==> src/rtl/intra_tap_combiner_pkg.sv <==
// Shared constants and beat type for the angular-predictor tap combiner.
package intra_tap_combiner_pkg;

  localparam int PIX_W     = 8;
  localparam int PROD_W    = 16;
  localparam int SHIFT     = 6;
  localparam int ROUND_OFS = 1 << (SHIFT - 1);
  localparam int PIX_MAX   = 255;

  typedef struct packed {
    logic signed [PROD_W-1:0] p0;
    logic signed [PROD_W-1:0] p1;
    logic signed [PROD_W-1:0] p2;
    logic signed [PROD_W-1:0] p3;
    logic                     bypass;
    logic [PIX_W-1:0]         ref_pix;
  } tap_beat_t;

endpackage

==> src/rtl/intra_tap_combiner_round_clip_u8.sv <==
// Rounds a signed filter sum by 2^SHIFT_N (floor after bias) and clips it to 0..255.
module round_clip_u8 #(
  parameter int SUM_W   = 18,
  parameter int SHIFT_N = 6
) (
  input  logic signed [SUM_W-1:0] sum,
  output logic [7:0]              pix
);
  import intra_tap_combiner_pkg::*;

  // One extra bit so the rounding bias cannot wrap at the positive extreme.
  localparam int EXT_W = SUM_W + 1;

  logic signed [EXT_W-1:0] biased_s;
  logic signed [EXT_W-1:0] shifted_s;

  // Bias, arithmetic shift, then saturate to pixel range.
  always_comb begin
    biased_s  = EXT_W'(sum) + EXT_W'(1 << (SHIFT_N - 1));
    shifted_s = biased_s >>> SHIFT_N;
    if (shifted_s[EXT_W-1]) begin
      pix = 8'd0;
    end else if (shifted_s > EXT_W'(PIX_MAX)) begin
      pix = 8'(PIX_MAX);
    end else begin
      pix = shifted_s[PIX_W-1:0];
    end
  end

endmodule

==> src/rtl/intra_tap_combiner.sv <==
// Two-stage valid/ready combiner: sums four tap products, rounds and clips to a
// pixel (or bypasses the integer reference), and flags the last sample of a row.
module intra_tap_combiner #(
  parameter int N_SAMPLES = 16,
  parameter int PROD_W    = intra_tap_combiner_pkg::PROD_W,
  parameter int SHIFT     = intra_tap_combiner_pkg::SHIFT
) (
  input  logic                     clk,
  input  logic                     rst_n,
  input  logic                     clear,
  input  logic                     in_valid,
  output logic                     in_ready,
  input  logic signed [PROD_W-1:0] in_p0,
  input  logic signed [PROD_W-1:0] in_p1,
  input  logic signed [PROD_W-1:0] in_p2,
  input  logic signed [PROD_W-1:0] in_p3,
  input  logic                     in_bypass,
  input  logic [7:0]               in_ref,
  output logic                     out_valid,
  input  logic                     out_ready,
  output logic [7:0]               out_pix,
  output logic                     out_last
);
  import intra_tap_combiner_pkg::*;

  localparam int PAIR_W = PROD_W + 1;
  localparam int SUM_W  = PROD_W + 2;
  localparam int CNT_W  = (N_SAMPLES > 1) ? $clog2(N_SAMPLES) : 1;
  localparam logic [CNT_W-1:0] CNT_LAST = CNT_W'(N_SAMPLES - 1);

  logic                     s1_valid_r;
  logic signed [PAIR_W-1:0] s1_sa_r;
  logic signed [PAIR_W-1:0] s1_sb_r;
  logic                     s1_bypass_r;
  logic [PIX_W-1:0]         s1_ref_r;

  logic                     s2_valid_r;
  logic [PIX_W-1:0]         s2_pix_r;
  logic [CNT_W-1:0]         cnt_r;

  logic                     s2_load_s;
  logic                     accept_s;
  logic                     out_fire_s;
  logic signed [SUM_W-1:0]  sum_s;
  logic [PIX_W-1:0]         filt_pix_s;

  // Handshake decode; clear blocks intake so the beat presented with it is not taken.
  always_comb begin
    s2_load_s  = ~s2_valid_r | out_ready;
    in_ready   = ~clear & (~s1_valid_r | s2_load_s);
    accept_s   = in_valid & in_ready;
    out_fire_s = s2_valid_r & out_ready;
    sum_s      = SUM_W'(s1_sa_r) + SUM_W'(s1_sb_r);
  end

  round_clip_u8 #(
    .SUM_W   (SUM_W),
    .SHIFT_N (SHIFT)
  ) u_round_clip (
    .sum (sum_s),
    .pix (filt_pix_s)
  );

  // Stage 1: pairwise tap sums plus bypass side-band.
  always_ff @(posedge clk or negedge rst_n) begin
    if (!rst_n) begin
      s1_valid_r  <= 1'b0;
      s1_sa_r     <= '0;
      s1_sb_r     <= '0;
      s1_bypass_r <= 1'b0;
      s1_ref_r    <= '0;
    end else if (clear) begin
      s1_valid_r  <= 1'b0;
    end else if (accept_s) begin
      s1_valid_r  <= 1'b1;
      s1_sa_r     <= PAIR_W'(in_p0) + PAIR_W'(in_p1);
      s1_sb_r     <= PAIR_W'(in_p2) + PAIR_W'(in_p3);
      s1_bypass_r <= in_bypass;
      s1_ref_r    <= in_ref;
    end else if (s2_load_s) begin
      s1_valid_r  <= 1'b0;
    end
  end

  // Stage 2: final pixel is registered so outputs hold steady under backpressure.
  always_ff @(posedge clk or negedge rst_n) begin
    if (!rst_n) begin
      s2_valid_r <= 1'b0;
      s2_pix_r   <= '0;
    end else if (clear) begin
      s2_valid_r <= 1'b0;
    end else if (s2_load_s) begin
      s2_valid_r <= s1_valid_r;
      if (s1_valid_r) begin
        s2_pix_r <= s1_bypass_r ? s1_ref_r : filt_pix_s;
      end
    end
  end

  // Row position counter, advanced once per output handshake.
  always_ff @(posedge clk or negedge rst_n) begin
    if (!rst_n) begin
      cnt_r <= '0;
    end else if (clear) begin
      cnt_r <= '0;
    end else if (out_fire_s) begin
      cnt_r <= (cnt_r == CNT_LAST) ? '0 : cnt_r + CNT_W'(1);
    end
  end

  assign out_valid = s2_valid_r;
  assign out_pix   = s2_pix_r;
  assign out_last  = s2_valid_r & (cnt_r == CNT_LAST);

endmodule

==> config.mk <==
export PLATFORM = sky130hd
export DESIGN_NAME = intra_tap_combiner
export DESIGN_NICKNAME = d
export VERILOG_FILES = /design/src/rtl/intra_tap_combiner_pkg.sv /design/src/rtl/intra_tap_combiner_round_clip_u8.sv /design/src/rtl/intra_tap_combiner.sv
export SDC_FILE = /design/constraint.sdc
export NUM_CORES = 1
export LEC_CHECK = 0
export BUFFER_PORTS_ARGS = -buffer_cell sky130_fd_sc_hd__clkbuf_2
export CORE_ASPECT_RATIO = 0.5
export CORE_UTILIZATION = 44
export CTS_CLUSTER_SIZE = 14
export DETAILED_ROUTE_END_ITERATION = 16
export GPL_TIMING_DRIVEN = 0
export PLACE_DENSITY = 0.78
export SETUP_SLACK_MARGIN = 0.2
export SYNTH_ARGS = -nofsm -noshare
export SYNTH_HDL_FRONTEND = slang
export SYNTH_SLANG_ARGS = --single-unit
==> constraint.sdc <==
create_clock -name clk -period 4.66 [get_ports clk]
set_input_delay 1.398 -clock clk [delete_from_list [all_inputs] [get_ports clk]]
set_output_delay 1.398 -clock clk [all_outputs]
set_load 0.02 [all_outputs]
==> reports/results.tsv <==
stage	metric	value	unit
clock_network	CTS tree	done	
final_layout	diode count	0	
sta	Final Setup Violations	0	
routing	total routed wirelength	10300	um
run	max-cap viol count	0	
sta	Worst slew margin	0.476	
routing	Vias	3822	
clock_network	post-cts sizing count	0	
clock_network	clock latency at the later pin of the worst-skew pair	340	ps
sta	worst clock skew	5.16	ps
sta	Max Clk Rate	0.277	GHz
global_route	gr ovfl total	0	
routing	Antenna Violating Nets Remaining	0	
final_layout	Design Area, Final	5280	sq um
placed_design	Cell Area, Placed	4990	sq um
final_layout	Layout fillers	894	
critical_path	endpoint class of the critical path	output port	
placed_design	Port-buffer cells	87	
die	Starting Density	0.458	
critical_path	Critical Path RT	3260	ps
power	Worst IR Drop VDD	0.000186	V
global_route	initial antenna violation count	0	
clock_network	total CTS buffers	9	
global_route	vias in the first global route	3618	
final_layout	multi-input logic area	2820	sq um
sta	Slew Viols, Final	0	
yosys	ys async rst share	1.00	
clock_network	Worst-path clk slew	50	ps
global_route	M3 GR Usage	0.0577	
status	outcome	complete, no violations	
routing	via-per-instance ratio	5.24	
clock_network	number of clock sinks	57	
yosys	Mapped Nets	636	
placed_design	Placer Congestion	0.920	
min_path	worst min path class	flip-flop to flip-flop	
yosys	sequential share of the synthesized area	0.325	
power	Leak	2.62	nW
power	Final Total Pwr	0.00209	W
clock_network	Root Driver	clkbuf_16	
die	Die W	143	um
critical_path	Max FO, Critical Path	5	
yosys	YS warnings	0	
global_route	first-pass GRT wire length	16900	um
yosys	mapped cell area	4390	sq um
clock_network	hold_buf cts	0	
critical_path	critical setup path kind	input pin to output port	
critical_path	Worst Setup Start Kind	input pin	
sta	crit path time final	3610	ps
global_route	GRT Overall Usage	0.215	
die	total die area	10400	sq um
sta	Slew @ Worst Pin	786	ps
yosys	Post-synth EDFFs	0	
yosys	average cell area after synthesis	8.93	sq um
clock_network	H-tree Lvls	3	
global_route	grt met2 use	0.352	
clock_network	number of setup buffers added after CTS	0	
yosys	Synth Register Bits	57	
routing	WL/cell	14.1	um
sta	Tcrit/Tclk final	0.775	
yosys	Mapped Cells	491	
routing	drt pass-1 iters	5	
global_route	largest net degree at the start of global routing	58	
yosys	Main synth FF type	dfrtp_1	
die	I/O Pins	89	
die	chip height	72.6	um
sta	RSZ-0062 raised after global routing	false	
routing	drt initial violations	206	
global_route	grt met1 use	0.266	
die	row cnt	25	
final_layout	share of cells above drive strength 1	0.222	
clock_network	Max clock buf depth	2	
yosys	number of distinct library cells after synthesis	56	
final_layout	FF+latch area	1430	sq um
placed_design	dpl cells	713	
global_route	GR peak layer	met2	
placed_design	detailed placer's ending HPWL	8030	um
critical_path	Arrival @ worst endpoint	2210	ps
final_layout	utilization after layout	0.551	
final_layout	fin nets	734	
sta	final hold vios	0	
final_layout	Final Non-Filler Cells	729	
sta	total negative slack	0	ps
final_layout	Area Overhead vs Synth	20.3	%
power	pwr dens	396	nW/um^2
die	Core Region	9570	sq um
routing	# DRC	0	
cell usage after synthesis, drive strengths merged (2+ instances only):
master | number | area, sq um
a211o | 2 | 17.5
a211oi | 4 | 35.0
a21o | 9 | 67.6
a21oi | 37 | 189
a31oi | 8 | 50.1
and3 | 2 | 13.8
and4 | 3 | 26.3
buf | 6 | 25.0
clkbuf | 5 | 18.8
dfrtp | 57 | 1430
fa | 2 | 40.0
ha | 65 | 813
inv | 25 | 93.8
mux2 | 12 | 135
nand2 | 66 | 248
nand2b | 4 | 25.0
nand3 | 8 | 40.0
nand4 | 2 | 12.5
nor2 | 28 | 105
nor2b | 9 | 63.8
nor3 | 10 | 50.1
nor3b | 2 | 20.0
o21a | 7 | 53.8
o21ai | 55 | 287
o21bai | 4 | 30.0
o22ai | 2 | 18.8
o311ai | 2 | 17.5
o31a | 2 | 18.8
o31ai | 4 | 30.0
or2 | 3 | 18.8
or3 | 2 | 12.5
xnor2 | 18 | 158
xor2 | 15 | 131
state kept, by name, summed over array words and instances, names as in the netlist:
signal / cells
s1_ref_r: 8
out_valid: 1
s1_valid_r: 1
s1_sa_r: 17
cnt_r: 4
out_pix: 8
s1_bypass_r: 1
s1_sb_r: 17
final timing paths:
| path | startpoint | end | slack, ps | depth (start not counted) |
|---|---|---|---|---|
| min | s1_sa_r[14] | s1_sa_r[14] | 490 | 2 |
| max | out_ready | in_ready | 1050 | 4 |
| max in group asynchronous | rst_n | s1_sb_r[0] | 2980 | 1 |
| min reg2reg | s1_sa_r[14] | s1_sa_r[14] | 490 | 2 |
| max reg2reg | s1_sa_r[3] | out_pix[7] | 1680 | 11 |
| min in group asynchronous | rst_n | out_pix[5] | 1170 | 1 |
layer usage:
layer,vias up,part of all wire
li1,1950,-
met1,1730,0.47
met5,-,0
met4,0,0.030
met2,119,0.44
met3,23,0.061
through the flow:
stage               hold WS (ps)  worst slack, ps
floorplan                    447             1250
global placement             468              841
detailed placement           484              844
CTS                          496             1060
global route                 529              778
finish                       494             1050
logic make-up (layout without fill, tap and decap cells):
family / Yosys count / count (layout) / synth area share
compound gates: 143 / 143 / 0.200
flops: 57 / 57 / 0.325
simple gates: 143 / 143 / 0.152
xor+xnor: 33 / 33 / 0.0659
fa+ha+maj: 67 / 67 / 0.195
buf+inv: 36 / 139 / 0.0314
mux: 12 / 12 / 0.0308
worst max-delay path: stages:
cell and delay, ps:
clkbuf_2 120, nor2b_1 90, a21oi_1 360, clkbuf_2 250
layout make-up:
cell class,count,share of cell area
Clock buffer,9,0.0427
Buffer,11,0.00830
Multi-Input combinational cell,398,0.535
Sequential cell,57,0.270
Timing Repair Buffer,87,0.0830
Clock inverter,7,0.0109
Inverter,25,0.0178
Tap cell,135,0.0320
cells in the final DEF, fill, tap and decap left out, types with 3 or more instances in the layout:
cell type	count
clkinv_4	4
xor2_1	15
inv_1	25
o31ai_1	4
clkinvlp_4	3
o21ai_0	48
a21oi_1	36
xnor2_1	18
dfrtp_1	57
nand3_1	8
ha_1	65
a21o_1	9
or2_2	3
o21a_1	6
and4_1	3
clkbuf_1	5
o21ai_2	3
buf_1	4
nor2b_1	8
nand2_1	66
nor2_1	28
mux2_2	12
a31oi_1	8
o21bai_1	4
clkbuf_2	86
nand2b_1	4
clkbuf_16	9
o21ai_1	4
a211oi_1	3
nor3_1	10
power breakdown:
part,switching [W],internal (W)
clock network,0.000248,0.000362
logic,0.000451,0.000364
registers,0.0000679,0.000594
Power figures use the tool's default switching activity.
